==> config.mk <==
export PLATFORM = sky130hd
export DESIGN_NAME = stopwatch_display_mux
export DESIGN_NICKNAME = d
export VERILOG_FILES = /design/src/rtl/stopwatch_display_mux.sv
export SDC_FILE = /design/constraint.sdc
export NUM_CORES = 1
export LEC_CHECK = 0
export ABC_AREA = 1
export CAP_MARGIN = 20
export CORE_ASPECT_RATIO = 1.4
export CORE_MARGIN = 2
export CORE_UTILIZATION = 45
export DETAILED_ROUTE_END_ITERATION = 7
export PLACE_DENSITY = 0.74
export REMOVE_ABC_BUFFERS = 1
export SYNTH_ARGS = -nofsm -noshare
export SYNTH_HDL_FRONTEND = slang
export SYNTH_SLANG_ARGS = --single-unit
==> constraint.sdc <==
create_clock -name clk -period 3.7 [get_ports clk]
set_input_delay 0.74 -clock clk [delete_from_list [all_inputs] [get_ports clk]]
set_output_delay 0.74 -clock clk [all_outputs]
set_load 0.03 [all_outputs]
==> src/rtl/stopwatch_display_mux.sv <==
// Six-digit multiplexed seven-segment driver for the stopwatch: per-frame digit snapshot,
// leading-zero blanking, M.SS.hh decimal points. Outputs registered, latency 1 cycle; no backpressure.
module stopwatch_display_mux #(
    parameter int unsigned SCAN_DIV = 1,
    parameter bit          LZ_BLANK = 1'b1
) (
    input  logic       clk,
    input  logic       reset,
    input  logic       display_en,
    input  logic [3:0] timer10ms,
    input  logic [3:0] timer100ms,
    input  logic [3:0] timer1sec,
    input  logic [3:0] timer10sec,
    input  logic [3:0] timer1min,
    input  logic [3:0] timer10min,
    output logic [5:0] an,
    output logic [6:0] seg,
    output logic       dp
);

    localparam logic [15:0] PRE_MAX = 16'(SCAN_DIV - 1);

    logic [15:0] pre_q, pre_d;
    logic [2:0]  idx_q, idx_d;
    logic [23:0] snap_q, snap_d;
    logic [5:0]  an_q, an_d;
    logic [6:0]  seg_q, seg_d;
    logic        dp_q, dp_d;

    logic [23:0] live;
    logic        tick;
    logic [3:0]  digit;
    logic        blank;

    // Active-high gfedcba; anything above 9 renders as a dash.
    function automatic logic [6:0] decode(input logic [3:0] v);
        case (v)
            4'd0:    decode = 7'h3F;
            4'd1:    decode = 7'h06;
            4'd2:    decode = 7'h5B;
            4'd3:    decode = 7'h4F;
            4'd4:    decode = 7'h66;
            4'd5:    decode = 7'h6D;
            4'd6:    decode = 7'h7D;
            4'd7:    decode = 7'h07;
            4'd8:    decode = 7'h7F;
            4'd9:    decode = 7'h6F;
            default: decode = 7'h40;
        endcase
    endfunction

    assign live  = {timer10min, timer1min, timer10sec, timer1sec, timer100ms, timer10ms};
    assign tick  = (pre_q == PRE_MAX);
    assign digit = snap_q[{idx_q, 2'b00} +: 4];

    always_comb begin
        blank = 1'b0;
        if (LZ_BLANK) begin
            case (idx_q)
                3'd5:    blank = (snap_q[23:20] == 4'd0);
                3'd4:    blank = (snap_q[23:16] == 8'd0);
                3'd3:    blank = (snap_q[23:12] == 12'd0);
                default: blank = 1'b0;
            endcase
        end
    end

    always_comb begin
        pre_d  = tick ? 16'd0 : pre_q + 16'd1;
        idx_d  = idx_q;
        if (tick) begin
            idx_d = (idx_q == 3'd5) ? 3'd0 : idx_q + 3'd1;
        end
        // Reload only at the frame boundary so a frame never mixes old and new digits.
        snap_d = (tick && idx_q == 3'd5) ? live : snap_q;
        an_d   = display_en ? ~(6'b000001 << idx_q) : 6'b111111;
        seg_d  = blank ? 7'b1111111 : ~decode(digit);
        dp_d   = ~(((idx_q == 3'd2) || (idx_q == 3'd4)) && !blank);
    end

    always_ff @(posedge clk) begin
        if (reset) begin
            pre_q  <= 16'd0;
            idx_q  <= 3'd0;
            snap_q <= live;
            an_q   <= 6'b111111;
            seg_q  <= 7'b1111111;
            dp_q   <= 1'b1;
        end else begin
            pre_q  <= pre_d;
            idx_q  <= idx_d;
            snap_q <= snap_d;
            an_q   <= an_d;
            seg_q  <= seg_d;
            dp_q   <= dp_d;
        end
    end

    assign an  = an_q;
    assign seg = seg_q;
    assign dp  = dp_q;

endmodule

Word-level counts from Yosys, hierarchy flattened
Memories as Yosys holds them, arrays and structs flattened.
Index checks and enable logic that the tools add are counted.
Widths: inputs -> output; s select.

word-level totals
  flip-flop bits (word level) = 57
  logic and storage cells = 35
  output and inout port bits = 14
  input port bits = 27
  memories kept = 1
  memory bits (read-only) = 112

memories
  name             depth  width  read ports  clocked after Yosys merged registers in  wr ports  RTL line  source
  (no name shown)  16     7      1           0                                        0         37        case (v)

operators by class
  shift-type cells = 2
  bitwise operators = 4
  $add $sub $neg = 2
  reductions and logical operators = 12
  muxes and demuxes = 4
  equality and inequality tests = 4

operators with widths
  operator               count
  $mux 24                2
  $shiftx 24x6->4        1
  $add 16x1->16 const B  1
  $logic_not 16->1       1
  $logic_not 12->1       1
  $logic_not 8->1        1
  $not 7->7              1
  $eq 3x2->1 const B     2
  $eq 3x3->1 const B     2
  $not 6->6              1
  $reduce_or 2->1        3
  $shl 1x3->6 const A    1
  $logic_not 4->1        1
  $add 3x1->3 const B    1
  $mux 3                 1
  $pmux 1 s3             1
  $logic_and 1x1->1      2
  $not 1->1              2
  $reduce_bool 2->1      1
  $logic_not 1->1        1
  $logic_or 1x1->1       1

Depth between registers and ports, before layout
  word-level depth = 5
  depth in mapped cells = 14
  gate-level depth less buffers = 13

Worst setup path after synthesis
No wires, ideal clock.

  path kind = flip-flop to flip-flop
  start = register pre_q[0]
  end = register snap_q[0], enable pin
  period minus slack after synthesis = 3.038 ns
  setup slack = 0.662 ns
  setup time = 0.438 ns
  arrival = 2.599 ns
  cell stages (with the launch flop) = 7
  required time = 3.262 ns
  buffers on the path = 0
  path through = dfxtp_1 inv_1 ha_1 nand4_1 nor2_1 nand2_1 o21ai_0

on the way
  longest elaborated chain between the ends = 3

ends and longest elaborated chain
  what                                RTL line  source
  from (decl)                         23        logic [15:0] pre_q, pre_d;
  from (signal assigned)              90        pre_q <= pre_d;
  $logic_not 16->1                    53        assign tick = (pre_q == PRE_MAX);
  $logic_and 1x1->1                   75        snap_d = (tick && idx_q == 3'd5) ? live : snap_q;
  $reduce_bool 2->1 (no source line)  --
  to (signal assigned)                85        snap_q <= live;
  to (signal assigned)                92        snap_q <= snap_d;
  to (decl)                           25        logic [23:0] snap_q, snap_d;

No other way between the ends.
A chain may end at the register's enable or synchronous reset.

Worst setup path in the final report
  start = register idx_q[0]
  end = register seg_q[3], in the netlist seg[3]

on the way
  longest elaborated chain between the ends = 3
  elaborated cells between the ends (all ways) = 8
  those cells by class = 3 x eq/ne; 1 x shift; 1 x mux; 1 x bitwise; 1 x reduce/logical; 1 x memory

ends and longest elaborated chain
  what                                                 RTL line  source
  from (decl)                                          24        logic [2:0] idx_q, idx_d;
  from (signal assigned)                               91        idx_q <= idx_d;
  $shiftx 24x6->4, or another cell as far along        54        assign digit = snap_q[{idx_q, 2'b00} +: 4];
  $mem_v2 16x7 / $pmux 1 s3 (equally long branches)    --
  $not 7->7 / $reduce_or 2->1 (equally long branches)  --
  to (signal assigned)                                 94        seg_q <= seg_d;
  to (decl)                                            27        logic [6:0] seg_q, seg_d;

Parallel ways exist; a longest one is shown, timed or not.

==> flow_summary.json <==
{
  "vias": 2046,
  "rsz0062_at_grt": "false",
  "p_sw_share_pct": 25.1,
  "timing.slew.headroom_pct": 70.2,
  "layout_commonest_cell": "nand2_1",
  "yosysWarnings": 0,
  "seqCellArea_um2": 1380,
  "synth-seq-cells": 57,
  "synth_cell_types": 31,
  "path_clk_slew_ns": 0.06,
  "crit_fanout": 12,
  "ctsHoldBuffers": 0,
  "cts_tree": "done",
  "grt-ovfl-total": 0,
  "clockBufferDepth": 2,
  "grt_max_degree": 25,
  "start_util_pct": 46.8,
  "crit_buf_inv": 2,
  "fillers": 494,
  "mappedNetlistArea_um2": 2590,
  "leakage_nw": 1.29,
  "crit_path_start_kind": "flip-flop",
  "cp_top_family": "simple AND/OR/NAND/NOR gates",
  "netlist_top_cells_area": "edfxtp_1, dfxtp_1, nand2_1",
  "setup_violations": 0,
  "insertion_delay_ns": 0.33,
  "drive_gt1_share_pct": 10.6,
  "layout_common_cells": "nand2_1, clkdlybuf4s50_1, inv_1",
  "cts_buffers": 9,
  "cts_max_level": 3,
  "hpwl_mm": 3.87,
  "rows": 32,
  "p_seq_share_pct": 47.9,
  "ys_async_sr_fraction_pct": 0,
  "drcViolationCount": 0,
  "end_kind": "flip-flop",
  "maxSlewViolCount": 0,
  "root_buffer": "clkbuf_8",
  "syn_inst": 296,
  "fmax_mhz": 472,
  "hold_path_class": "reg -> reg",
  "worstPathArrival_ns": 2.32,
  "diodes": 0,
  "pin_count": 41,
  "fin_crit_ns": 2.12,
  "tightest_slew_ns": 0.447,
  "status": "finished, final reports clean",
  "grt_first_pass_wirelength_mm": 8.38,
  "setup_tns_ns": 0,
  "fin_crit_sh_pct": 57.2,
  "hold_depth": 2,
  "layout.cells.non_filler": 416,
  "synth_top_cell_by_area": "edfxtp_1",
  "cpMaxStageDelayCell": "dfxtp_1",
  "cp_cell_sequence": "inv_2 -> nor2_1 -> a22oi_1 -> nand2_1 -> nand2_1 -> nand3_1 -> inv_1 -> ha_1 -> nand2_1 -> nand3_1 -> nand3_1",
  "avgSynthCellArea_um2": 8.74,
  "synth_edf_count": 24,
  "r2r_cells": 11,
  "die_w_um": 68.1,
  "crit_required_ns": 3.90,
  "area_growth_pct": 25.1,
  "die_area_um2": 6380,
  "p_sw_w": 0.000371,
  "ctsResizeCount": 0,
  "final_nets": 378,
  "ant_nets": 0,
  "grt_pass1_vias": 1988,
  "netlist.area_leader.share_pct": 27.9,
  "powerDensity_nw_per_um2": 456,
  "gp_congestion": 0.894,
  "p_comb_share_pct": 13.7,
  "path_class": "reg -> reg",
  "core_area_um2": 5530,
  "dr.pass1.iters": 4,
  "clock_skew_ns": 0.00847,
  "hold_viol": 0,
  "dp.cells": 399,
  "drt_iter0_drc": 97,
  "vias_per_cell": 4.92,
  "vdd_drop_max_v": 0.000223,
  "post_cts_buffers": 0,
  "critPathMaxStageDelay_ns": 0.56,
  "clkSinkCount": 57,
  "path_depth": 11,
  "track_usage_pct": 18.1,
  "avgRoutedWirePerCell_um": 12.1,
  "pwr-share-clk_pct": 38.4,
  "drt-total-wl_mm": 5.04,
  "synth-main-ff-cell": "dfxtp_1",
  "seq_area_frac_synth_pct": 53.4,
  "maxCapViolCount": 0,
  "timing.hold.ws_ns": 0.465,
  "p_int_w": 0.00110,
  "portBuffers": 40,
  "die-height_um": 93.7,
  "antenna_found_initial": 0,
  "multiInputGateArea_um2": 1010
}
stage by stage:
stage          cell area [um2]  utilization, %  worst slack, ns  power (W)
6_report                  3230            58.5             1.58    0.00148
2_1_floorplan             2540               -            0.649   0.000839
3_3_place_gp              3030            54.8             1.41   0.000918
4_1_cts                   3220            58.3             1.34    0.00149
3_5_place_dp              3030            54.8             1.37   0.000922
5_1_grt                   3230            58.5             1.34    0.00155
layer usage:
layer,share of wire [%],GRT usage (%)
met1,39,17.9
met2,55,32.1
met3,4.0,6.47
met4,2.4,8.83
met5,0,0
sequential cells by signal, indices dropped and copies added, names as in the netlist:
register,count
idx_q,3
seg,7
pre_q,16
an,6
dp,1
snap_q,24
Yosys cell counts (2+ instances only):
master,count
nand3_2,2
a21oi_2,3
a22oi_1,2
inv_1,34
inv_2,3
a21oi_1,11
nand3_1,25
ha_1,8
nor2_2,4
buf_6,3
edfxtp_1,24
nor2_1,20
a21oi_4,2
nand2_2,3
buf_4,2
o21ai_0,6
nor3b_1,4
dfxtp_1,33
nand2_1,87
nor3_1,4
o31ai_1,2
nand4_1,5
kinds of logic after synthesis:
logic type | count (synthesis) | synth area share, %
compound gates | 28 | 7.26
xor+xnor | 1 | 0.339
fa+ha+maj | 8 | 3.87
buf+inv | 43 | 7.50
flops | 57 | 53.4
simple gates | 159 | 27.6
final cells by class:
| cell class | count | area share [%] |
|---|---|---|
| multi-input combinational | 196 | 31.4 |
| tap | 68 | 2.63 |
| inverter | 38 | 4.49 |
| clock buffer | 11 | 4.37 |
| timing repair buffer | 41 | 12.7 |
| clock inverter | 5 | 1.70 |
| sequential | 57 | 42.7 |
worst reg2reg max path: cells and delay by family (launching register included):
| family | cells | cell delay, ns |
|---|---|---|
| compound gates | 1 | 0.09 |
| buf+inv | 2 | 0.31 |
| simple gates | 7 | 0.74 |
| fa+ha+maj | 1 | 0.28 |
| flops | 1 | 0.56 |
path summary, 6_finish.rpt:
kind | startpoint | to | slack, ns
setup / recovery | idx_q[0] | seg[3] | 1.58
hold / removal | pre_q[15] | pre_q[15] | 0.47
setup reg to reg | idx_q[0] | seg[3] | 1.58
hold reg to reg | pre_q[15] | pre_q[15] | 0.47
power groups by stage:
stage / clock (W) / sequential, W / combinational [W]
2_1_floorplan: 0 / 0.000749 / 0.0000895
3_3_place_gp: 0 / 0.000720 / 0.000198
5_1_grt: 0.000615 / 0.000711 / 0.000225
3_5_place_dp: 0 / 0.000721 / 0.000200
4_1_cts: 0.000582 / 0.000707 / 0.000202
6_report: 0.000566 / 0.000707 / 0.000203
Note: power is estimated with default switching activity, not from simulation.
